--- config.mk ---
export PLATFORM = sky130hd
export DESIGN_NAME = multi_cycle_adder_flat
export DESIGN_NICKNAME = d
export VERILOG_FILES = /design/src/rtl/multi_cycle_adder_if.sv /design/src/rtl/multi_cycle_adder.sv /design/src/flat_wrapper.sv
export SDC_FILE = /design/constraint.sdc
export NUM_CORES = 1
export LEC_CHECK = 0
export BUFFER_PORTS_ARGS = -buffer_cell sky130_fd_sc_hd__buf_2
export CORE_MARGIN = 2
export CORE_UTILIZATION = 45
export CTS_CLUSTER_DIAMETER = 150
export DETAILED_ROUTE_END_ITERATION = 8
export PLACE_DENSITY_LB_ADDON = 0.15
export SLEW_MARGIN = 20
export SYNTH_ARGS = -nofsm -noshare
export SYNTH_HDL_FRONTEND = slang
export SYNTH_SLANG_ARGS = --single-unit
--- constraint.sdc ---
create_clock -name clk -period 2.2 [get_ports clk]
set_clock_uncertainty 0.1 [all_clocks]
set_input_delay 0.22 -clock clk [delete_from_list [all_inputs] [get_ports clk]]
set_output_delay 0.22 -clock clk [all_outputs]
set_load 0.02 [all_outputs]
--- src/rtl/multi_cycle_adder_if.sv ---
// Operand/result bundle for multi_cycle_adder; master issues requests, slave computes.
interface multi_cycle_adder_if #(
   parameter int WIDTH = 8
);
   logic             start;
   logic             sub;
   logic             cin;
   logic [WIDTH-1:0] a;
   logic [WIDTH-1:0] b;
   logic [WIDTH-1:0] sum;
   logic             cout;
   logic             overflow;
   logic             busy;
   logic             done;

   modport master (output start, sub, a, b, cin,
                   input  sum, cout, overflow, busy, done);
   modport slave  (input  start, sub, a, b, cin,
                   output sum, cout, overflow, busy, done);
endinterface

--- src/rtl/multi_cycle_adder.sv ---
// Digit-serial add/subtract: one DIGIT-bit ripple slice reused WIDTH/DIGIT times,
// carry held in a register between slices.
module multi_cycle_adder #(
   parameter int WIDTH = 8,
   parameter int DIGIT = 2
) (
   input logic                clk,
   input logic                rst_n,
   multi_cycle_adder_if.slave bus
);
   localparam int N  = WIDTH / DIGIT;
   localparam int CW = (N > 1) ? $clog2(N) : 1;

   if ((DIGIT < 1) || (DIGIT > WIDTH) || (WIDTH % DIGIT != 0)) begin : g_bad_param
      $error("multi_cycle_adder: WIDTH must be a multiple of DIGIT, 1 <= DIGIT <= WIDTH");
   end

   typedef enum logic [1:0] {IDLE, RUN, DONE} state_t;

   state_t           state_q, state_d;
   logic [WIDTH-1:0] a_q, a_d, b_q, b_d;
   logic [WIDTH-1:0] psum_q, psum_d, sum_q, sum_d;
   logic [CW-1:0]    cnt_q, cnt_d;
   logic             carry_q, carry_d, cout_q, cout_d, ovf_q, ovf_d;
   logic [DIGIT:0]   slice;
   logic             msb_cin;

   always_comb begin
      // operands shift right each step, so the live digit is always the low slice
      slice   = {1'b0, a_q[DIGIT-1:0]} + {1'b0, b_q[DIGIT-1:0]} + {{DIGIT{1'b0}}, carry_q};
      msb_cin = a_q[DIGIT-1] ^ b_q[DIGIT-1] ^ slice[DIGIT-1];
      state_d = state_q;
      a_d     = a_q;
      b_d     = b_q;
      psum_d  = psum_q;
      sum_d   = sum_q;
      cnt_d   = cnt_q;
      carry_d = carry_q;
      cout_d  = cout_q;
      ovf_d   = ovf_q;
      case (state_q)
         IDLE, DONE: begin
            state_d = IDLE;
            if (bus.start) begin
               state_d = RUN;
               a_d     = bus.a;
               b_d     = bus.sub ? ~bus.b : bus.b;
               carry_d = bus.sub | bus.cin;
               cnt_d   = '0;
               psum_d  = '0;
            end
         end
         RUN: begin
            a_d     = a_q >> DIGIT;
            b_d     = b_q >> DIGIT;
            psum_d  = WIDTH'({slice[DIGIT-1:0], psum_q} >> DIGIT);
            carry_d = slice[DIGIT];
            if (cnt_q == CW'(N - 1)) begin
               state_d = DONE;
               sum_d   = psum_d;
               cout_d  = slice[DIGIT];
               ovf_d   = msb_cin ^ slice[DIGIT];
            end else begin
               cnt_d = cnt_q + 1'b1;
            end
         end
         default: state_d = IDLE;
      endcase
   end

   always_ff @(posedge clk) begin
      if (!rst_n) begin
         state_q <= IDLE;
         a_q     <= '0;
         b_q     <= '0;
         psum_q  <= '0;
         sum_q   <= '0;
         cnt_q   <= '0;
         carry_q <= 1'b0;
         cout_q  <= 1'b0;
         ovf_q   <= 1'b0;
      end else begin
         state_q <= state_d;
         a_q     <= a_d;
         b_q     <= b_d;
         psum_q  <= psum_d;
         sum_q   <= sum_d;
         cnt_q   <= cnt_d;
         carry_q <= carry_d;
         cout_q  <= cout_d;
         ovf_q   <= ovf_d;
      end
   end

   assign bus.sum      = sum_q;
   assign bus.cout     = cout_q;
   assign bus.overflow = ovf_q;
   assign bus.busy     = (state_q == RUN);
   assign bus.done     = (state_q == DONE);
endmodule

--- src/flat_wrapper.sv ---
// flat-port wrapper written by rule: the top's interface ports become plain ports
module multi_cycle_adder_flat 
#(
   parameter int WIDTH = 8,
   parameter int DIGIT = 2
)
  (clk, rst_n, bus_start, bus_sub, bus_a, bus_b, bus_cin, bus_sum, bus_cout, bus_overflow, bus_busy, bus_done);
  multi_cycle_adder_if #(.WIDTH(WIDTH)) bus_i ();
  input logic clk;
  input logic rst_n;
  input wire logic [$bits(bus_i.start)-1:0] bus_start;
  input wire logic [$bits(bus_i.sub)-1:0] bus_sub;
  input wire logic [$bits(bus_i.a)-1:0] bus_a;
  input wire logic [$bits(bus_i.b)-1:0] bus_b;
  input wire logic [$bits(bus_i.cin)-1:0] bus_cin;
  output wire logic [$bits(bus_i.sum)-1:0] bus_sum;
  output wire logic [$bits(bus_i.cout)-1:0] bus_cout;
  output wire logic [$bits(bus_i.overflow)-1:0] bus_overflow;
  output wire logic [$bits(bus_i.busy)-1:0] bus_busy;
  output wire logic [$bits(bus_i.done)-1:0] bus_done;
  assign bus_i.start = bus_start;
  assign bus_i.sub = bus_sub;
  assign bus_i.a = bus_a;
  assign bus_i.b = bus_b;
  assign bus_i.cin = bus_cin;
  assign bus_sum = bus_i.sum;
  assign bus_cout = bus_i.cout;
  assign bus_overflow = bus_i.overflow;
  assign bus_busy = bus_i.busy;
  assign bus_done = bus_i.done;
  multi_cycle_adder #(.WIDTH(WIDTH), .DIGIT(DIGIT)) u_core (.clk(clk), .rst_n(rst_n), .bus(bus_i));
endmodule
==> results.json, run 1 <==
{
  "synth_cells": 183,
  "io_buffers": 32,
  "slew_viol_final": 0,
  "avgViaCountPerCell": 5.12,
  "place_hpwl_um": 2190,
  "tns_ns": 0,
  "clk_pin_slew_ns": 0.07,
  "final_antenna_net_count": 0,
  "fmax_mhz": 514,
  "io_pins": 33,
  "yosys_warnings": 0,
  "diodes": 0,
  "cp-start-kind": "flip-flop",
  "fp.coreArea_um2": 3660,
  "h-tree-depth": 2,
  "clock_sinks": 37,
  "synth_seq_cells": 37,
  "status": "complete, no violations",
  "grt_max_degree": 38,
  "drc": 0,
  "crit_required_ns": 2.31,
  "fin_crit_sh_pct": 88.4,
  "finalSetupViolCount": 0,
  "cts-resized-gates": 0,
  "dr.pass1.iters": 4,
  "leakagePower_nw": 0.811,
  "cellPowerDensity_nw_per_um2": 703,
  "layout_commonest_cell": "dfxtp_1",
  "cts-buffers-inserted": 5,
  "regToRegSetupSlack_ns": 0.25,
  "fin_area_um2": 1940,
  "min-delay-start": "bus_a[7]",
  "cts_tree": "built",
  "cts_setup_buffers": 0,
  "maxCapViolCount": 0,
  "wire_per_inst_um": 12.0,
  "arrival_ns": 2.06,
  "vias": 1327,
  "synth_fp_nets": 208,
  "start_util_pct": 46.9,
  "area_delta_synth_final_pct": 12.9,
  "antenna_found_initial": 0,
  "holdBufCountCts": 0,
  "rsz0062_at_grt": "no",
  "hold_class": "in2reg",
  "relSlewSlack_pct": 57.5,
  "rows": 22,
  "dpl-instance-area_um2": 1850,
  "min_path_cells": 3,
  "worstHoldEndpoint": "u_core.a_q[7]$_SDFFE_PN0P_",
  "die_y_um": 65.8,
  "ir_drop_v": 0.000376,
  "critical_path.max_fanout": 3,
  "rr_startpoint": "u_core.carry_q$_SDFFE_PN0P_",
  "grt_use_total_pct": 16.9,
  "final_cell_mix": "37 x dfxtp_1, 32 x buf_2, 25 x nand2_1",
  "drive_above_1_share_pct": 20.9,
  "root_buffer": "clkbuf_8",
  "worstSetupEndpointType": "flip-flop",
  "ys_types": 31,
  "worstSkewPairLatency_ns": 0.28,
  "grt_pass1_wl_um": 5630,
  "syn_avg_cell_area_um2": 9.38,
  "die_x_um": 65.8,
  "gr-total-overflow": 0,
  "fin_nets": 236,
  "r2r_end": "u_core.bus.overflow$_SDFFE_PN0P_",
  "r2r_cells": 6,
  "tightestPinTransition_ns": 0.637,
  "gp_congestion": 0.764,
  "grt_pass1_vias": 1296,
  "critPathKind": "reg2reg",
  "routed_wl_um": 3110,
  "first_iter_violations": 48,
  "finalHoldViolCount": 0,
  "synth-seq-area-share_pct": 43.1,
  "syn_area_um2": 1720,
  "dieArea_um2": 4330,
  "cts_buffer_depth": 2,
  "period_minus_slack_ns": 1.95
}
[cells in the mapped netlist]
cell type   n  area share (%)
a21boi_0   16             7.0
a21boi_1   12             5.2
a22oi_1    12             5.2
and2_1      1            0.36
and2b_1     1            0.44
and3_1      2            0.73
and3b_1     1            0.51
buf_2       3            0.87
buf_4       4             1.7
buf_6       4             2.6
clkbuf_1    3            0.66
clkbuf_8    1            0.80
dfxtp_1    37              43
fa_1        2             2.3
ha_1        2             1.5
inv_1       5             1.1
inv_6       1            0.51
nand2_1    25             5.5
nand2b_1    3             1.1
nand3_1    20             5.8
nand3b_1    3             1.3
nor2_1      3            0.66
nor2b_1     1            0.36
nor3_2      1            0.58
nor3b_1     1            0.44
o211a_1     3             1.7
o21a_1      4             1.7
o22ai_1     1            0.36
o2bb2ai_1   1            0.51
xnor2_1     2             1.0
xor2_1      8             4.1
[through the flow]
step                utilization, %  power, mW  instances  setup WS (ns)  hold WS [ns]
floorplan                        -      0.882        183          0.340         0.255
global placement              50.6      0.912        252          0.302         0.339
detailed placement            50.6      0.918        252          0.269         0.342
CTS                           52.9       1.38        259          0.250        0.0727
global route                  52.9       1.45        259          0.112        0.0873
finish                        52.9       1.36        259          0.254        0.0763
[cell families after synthesis]
family	synth area share (%)
and+or+nand+nor	17.8
xor gates and xnor gates	5.10
buffers and inverters	8.31
AOI/OAI and AO/OA	21.9
DFF	43.1
adders and majority gates	3.79
[registers in the layout, indices dropped and copies added (netlist names)]
register and count:
u_core.psum_q 6, u_core.bus.overflow 1, u_core.state_q 2, u_core.bus.cout 1, u_core.cnt_q 2, u_core.a_q 8, u_core.b_q 8, u_core.carry_q 1
u_core.bus.sum 8
[how the worst max path moves through the flow]
stage / slack [ns] / startpoint / cells past startpoint / end
2_1_floorplan: 0.34 / u_core.carry_q$_SDFFE_PN0P_ / 6 / u_core.bus.overflow$_SDFFE_PN0P_
3_3_place_gp: 0.30 / u_core.carry_q$_SDFFE_PN0P_ / 6 / u_core.bus.overflow$_SDFFE_PN0P_
3_5_place_dp: 0.27 / u_core.carry_q$_SDFFE_PN0P_ / 6 / u_core.bus.overflow$_SDFFE_PN0P_
4_1_cts: 0.25 / u_core.carry_q$_SDFFE_PN0P_ / 6 / u_core.bus.overflow$_SDFFE_PN0P_
5_1_grt: 0.11 / u_core.b_q[0]$_SDFFE_PN0P_ / 6 / u_core.bus.overflow$_SDFFE_PN0P_
6_report: 0.25 / u_core.carry_q$_SDFFE_PN0P_ / 6 / u_core.bus.overflow$_SDFFE_PN0P_
[where the power goes]
group | internal, mW | switching, mW
clock network | 0.248 | 0.214
logic | 0.0817 | 0.101
registers | 0.700 | 0.0184
total | 1.03 | 0.334
[cell type report]
class                           count  area, um2
Clock buffer                        7       86.3
Fill cell                         365       1720
Multi-Input combinational cell    125        833
Timing Repair Buffer               36        190
Sequential cell                    37        741
Tap cell                           48       60.1
Inverter                            6       27.5
[worst max-delay path: stages (launching register included)]
cell       delay [ns]
dfxtp_1          0.31
inv_1            0.07
fa_1             0.44
fa_1             0.50
xnor2_1          0.21
xnor2_1          0.14
o2bb2ai_1        0.12
[per-layer routing]
layer	GRT usage [%]	part of all wire, %	vias to the layer above
li1	-	-	685
met1	20.7	47	604
met2	27.0	46	33
met3	5.82	5.8	5
met4	7.03	1.6	0
met5	0	0	-
No activity file was read; power rests on OpenSTA's default activity.
==> inputs of run 2 (changes only) <==
- TNS_END_PERCENT: unset -> 30
- clock period: 2.2 -> 2.5 ns (I/O delays scaled with it)
==> results.json, run 2 (synthesis gave the netlist of run 1 again) <==
{
  "place_hpwl_um": 2090,
  "nFillCells": 370,
  "period_minus_slack_ns": 1.96,
  "grt_pass1_wl_um": 5440,
  "final_antenna_net_count": 0,
  "diodes": 0,
  "holdBufCountCts": 0,
  "die_x_um": 65.8,
  "cts-resized-gates": 0,
  "placed_cells": 250,
  "h-tree-depth": 2,
  "cellPowerDensity_nw_per_um2": 616,
  "fp.coreArea_um2": 3660,
  "rows": 22,
  "cp-start-kind": "flip-flop",
  "drc": 0,
  "combPwrFrac_pct": 13.4,
  "r2r_cells": 6,
  "critPathSlowestCell": "fa_1",
  "start_util_pct": 46.9,
  "first_iter_violations": 104,
  "dr.pass1.iters": 4,
  "fin_util_pct": 52.4,
  "maxCapViolCount": 0,
  "fin_crit_sh_pct": 78.4,
  "layout_commonest_cell": "dfxtp_1",
  "clk_pin_slew_ns": 0.07,
  "finalNonFillerCells": 258,
  "status": "complete, no violations",
  "cts_buffer_depth": 2,
  "routed_wl_um": 3130,
  "fin_nets": 234,
  "final_cell_mix": "37 x dfxtp_1, 32 x buf_2, 25 x nand2_1",
  "finalSetupViolCount": 0,
  "cts_tree": "built",
  "wire_per_inst_um": 12.1,
  "finalHoldViolCount": 0,
  "fmax_mhz": 510,
  "crit_required_ns": 2.62,
  "switchingPower_uw": 306,
  "max_stage_delay_ns": 0.49,
  "critPathKind": "reg2reg",
  "antenna_found_initial": 0,
  "die_y_um": 65.8,
  "grt_pass1_vias": 1228,
  "gr-total-overflow": 0,
  "switching_share_pct": 25.8,
  "worstSkewPairLatency_ns": 0.29,
  "arrival_ns": 2.08,
  "hold_class": "in2reg",
  "drive_above_1_share_pct": 20.5,
  "ir_drop_v": 0.000311,
  "critical_path.max_fanout": 3,
  "gp_congestion": 0.753,
  "vias": 1308,
  "grt_use_total_pct": 17.0,
  "leakagePower_nw": 0.803,
  "cts-buffers-inserted": 5,
  "hold_slack_ns": 0.0957,
  "seq_power_share_pct": 53.4,
  "io_pins": 33,
  "cts_setup_buffers": 0,
  "dieArea_um2": 4330,
  "relSlewSlack_pct": 37.7,
  "area_delta_synth_final_pct": 11.8,
  "p_int_uw": 877,
  "grt_max_degree": 38,
  "p_clk_share_pct": 33.3,
  "worstSetupEndpointType": "flip-flop",
  "clock_sinks": 37,
  "root_buffer": "clkbuf_8",
  "avgViaCountPerCell": 5.07,
  "min_path_cells": 3,
  "power_mw": 1.18,
  "crit_path_cell_trace": "inv_1, fa_1, fa_1, xnor2_1, xnor2_1, o2bb2ai_1",
  "tightestPinTransition_ns": 0.935,
  "slew_viol_final": 0,
  "tns_ns": 0,
  "rsz0062_at_grt": "no",
  "io_buffers": 32
}
[run 2: cell count changes in the layout (fill, tap and decap cells not counted)]
cell,change
buf_4,-2
clkbuf_8,-1
clkinv_2,+2
[run 2: through the flow]
step	area (um2)	setup WS, ns
2_1_floorplan	1720	0.640
3_3_place_gp	1840	0.601
3_5_place_dp	1840	0.544
4_1_cts	1920	0.529
5_1_grt	1920	0.403
6_report	1920	0.539
[run 2: area by class of cell]
| type | count | area [um2] | area share (%) |
|---|---|---|---|
| flip-flops and latches | 37 | 741 | 38.6 |
| multi-input cells | 125 | 833 | 43.4 |
| clock buffers | 6 | 72.6 | 3.78 |
| clock inverters | 2 | 10.0 | 0.522 |
| repair buffers | 34 | 175 | 9.13 |
| inverters | 6 | 27.5 | 1.43 |
| well taps | 48 | 60.1 | 3.13 |
[run 2: final timing paths]
check                                  from                          endpoint  slack [ns]
max             u_core.carry_q$_SDFFE_PN0P_  u_core.bus.overflow$_SDFFE_PN0P_        0.54
min                                bus_a[7]        u_core.a_q[7]$_SDFFE_PN0P_         0.1
max reg2reg     u_core.carry_q$_SDFFE_PN0P_  u_core.bus.overflow$_SDFFE_PN0P_        0.54
min reg2reg  u_core.bus.sum[5]$_SDFFE_PN0P_    u_core.bus.sum[5]$_SDFFE_PN0P_        0.35
[run 2: critical path, delay by kind of cell (launching register included)]
family / cells / cell delay, ns
adders and majority gates: 2 / 0.93
buffers and inverters: 1 / 0.07
DFF: 1 / 0.32
AOI/OAI and AO/OA: 1 / 0.12
xor gates and xnor gates: 2 / 0.36
[run 2: power groups by stage]
| stage | sequential (mW) | combinational, mW | clock [mW] |
|---|---|---|---|
| floorplan | 0.640 | 0.136 | 0 |
| global placement | 0.643 | 0.157 | 0 |
| detailed placement | 0.644 | 0.161 | 0 |
| CTS | 0.631 | 0.162 | 0.410 |
| global route | 0.634 | 0.181 | 0.447 |
| finish | 0.631 | 0.158 | 0.393 |
[run 2: metal layers]
metal / wire length (um) / up-vias / global-route usage (%)
met5: 0 / - / 0
met4: 36 / 0 / 7.81
met3: 171 / 2 / 6.34
met2: 1490 / 32 / 28.3
met1: 1430 / 596 / 19.2
li1: - / 678 / -
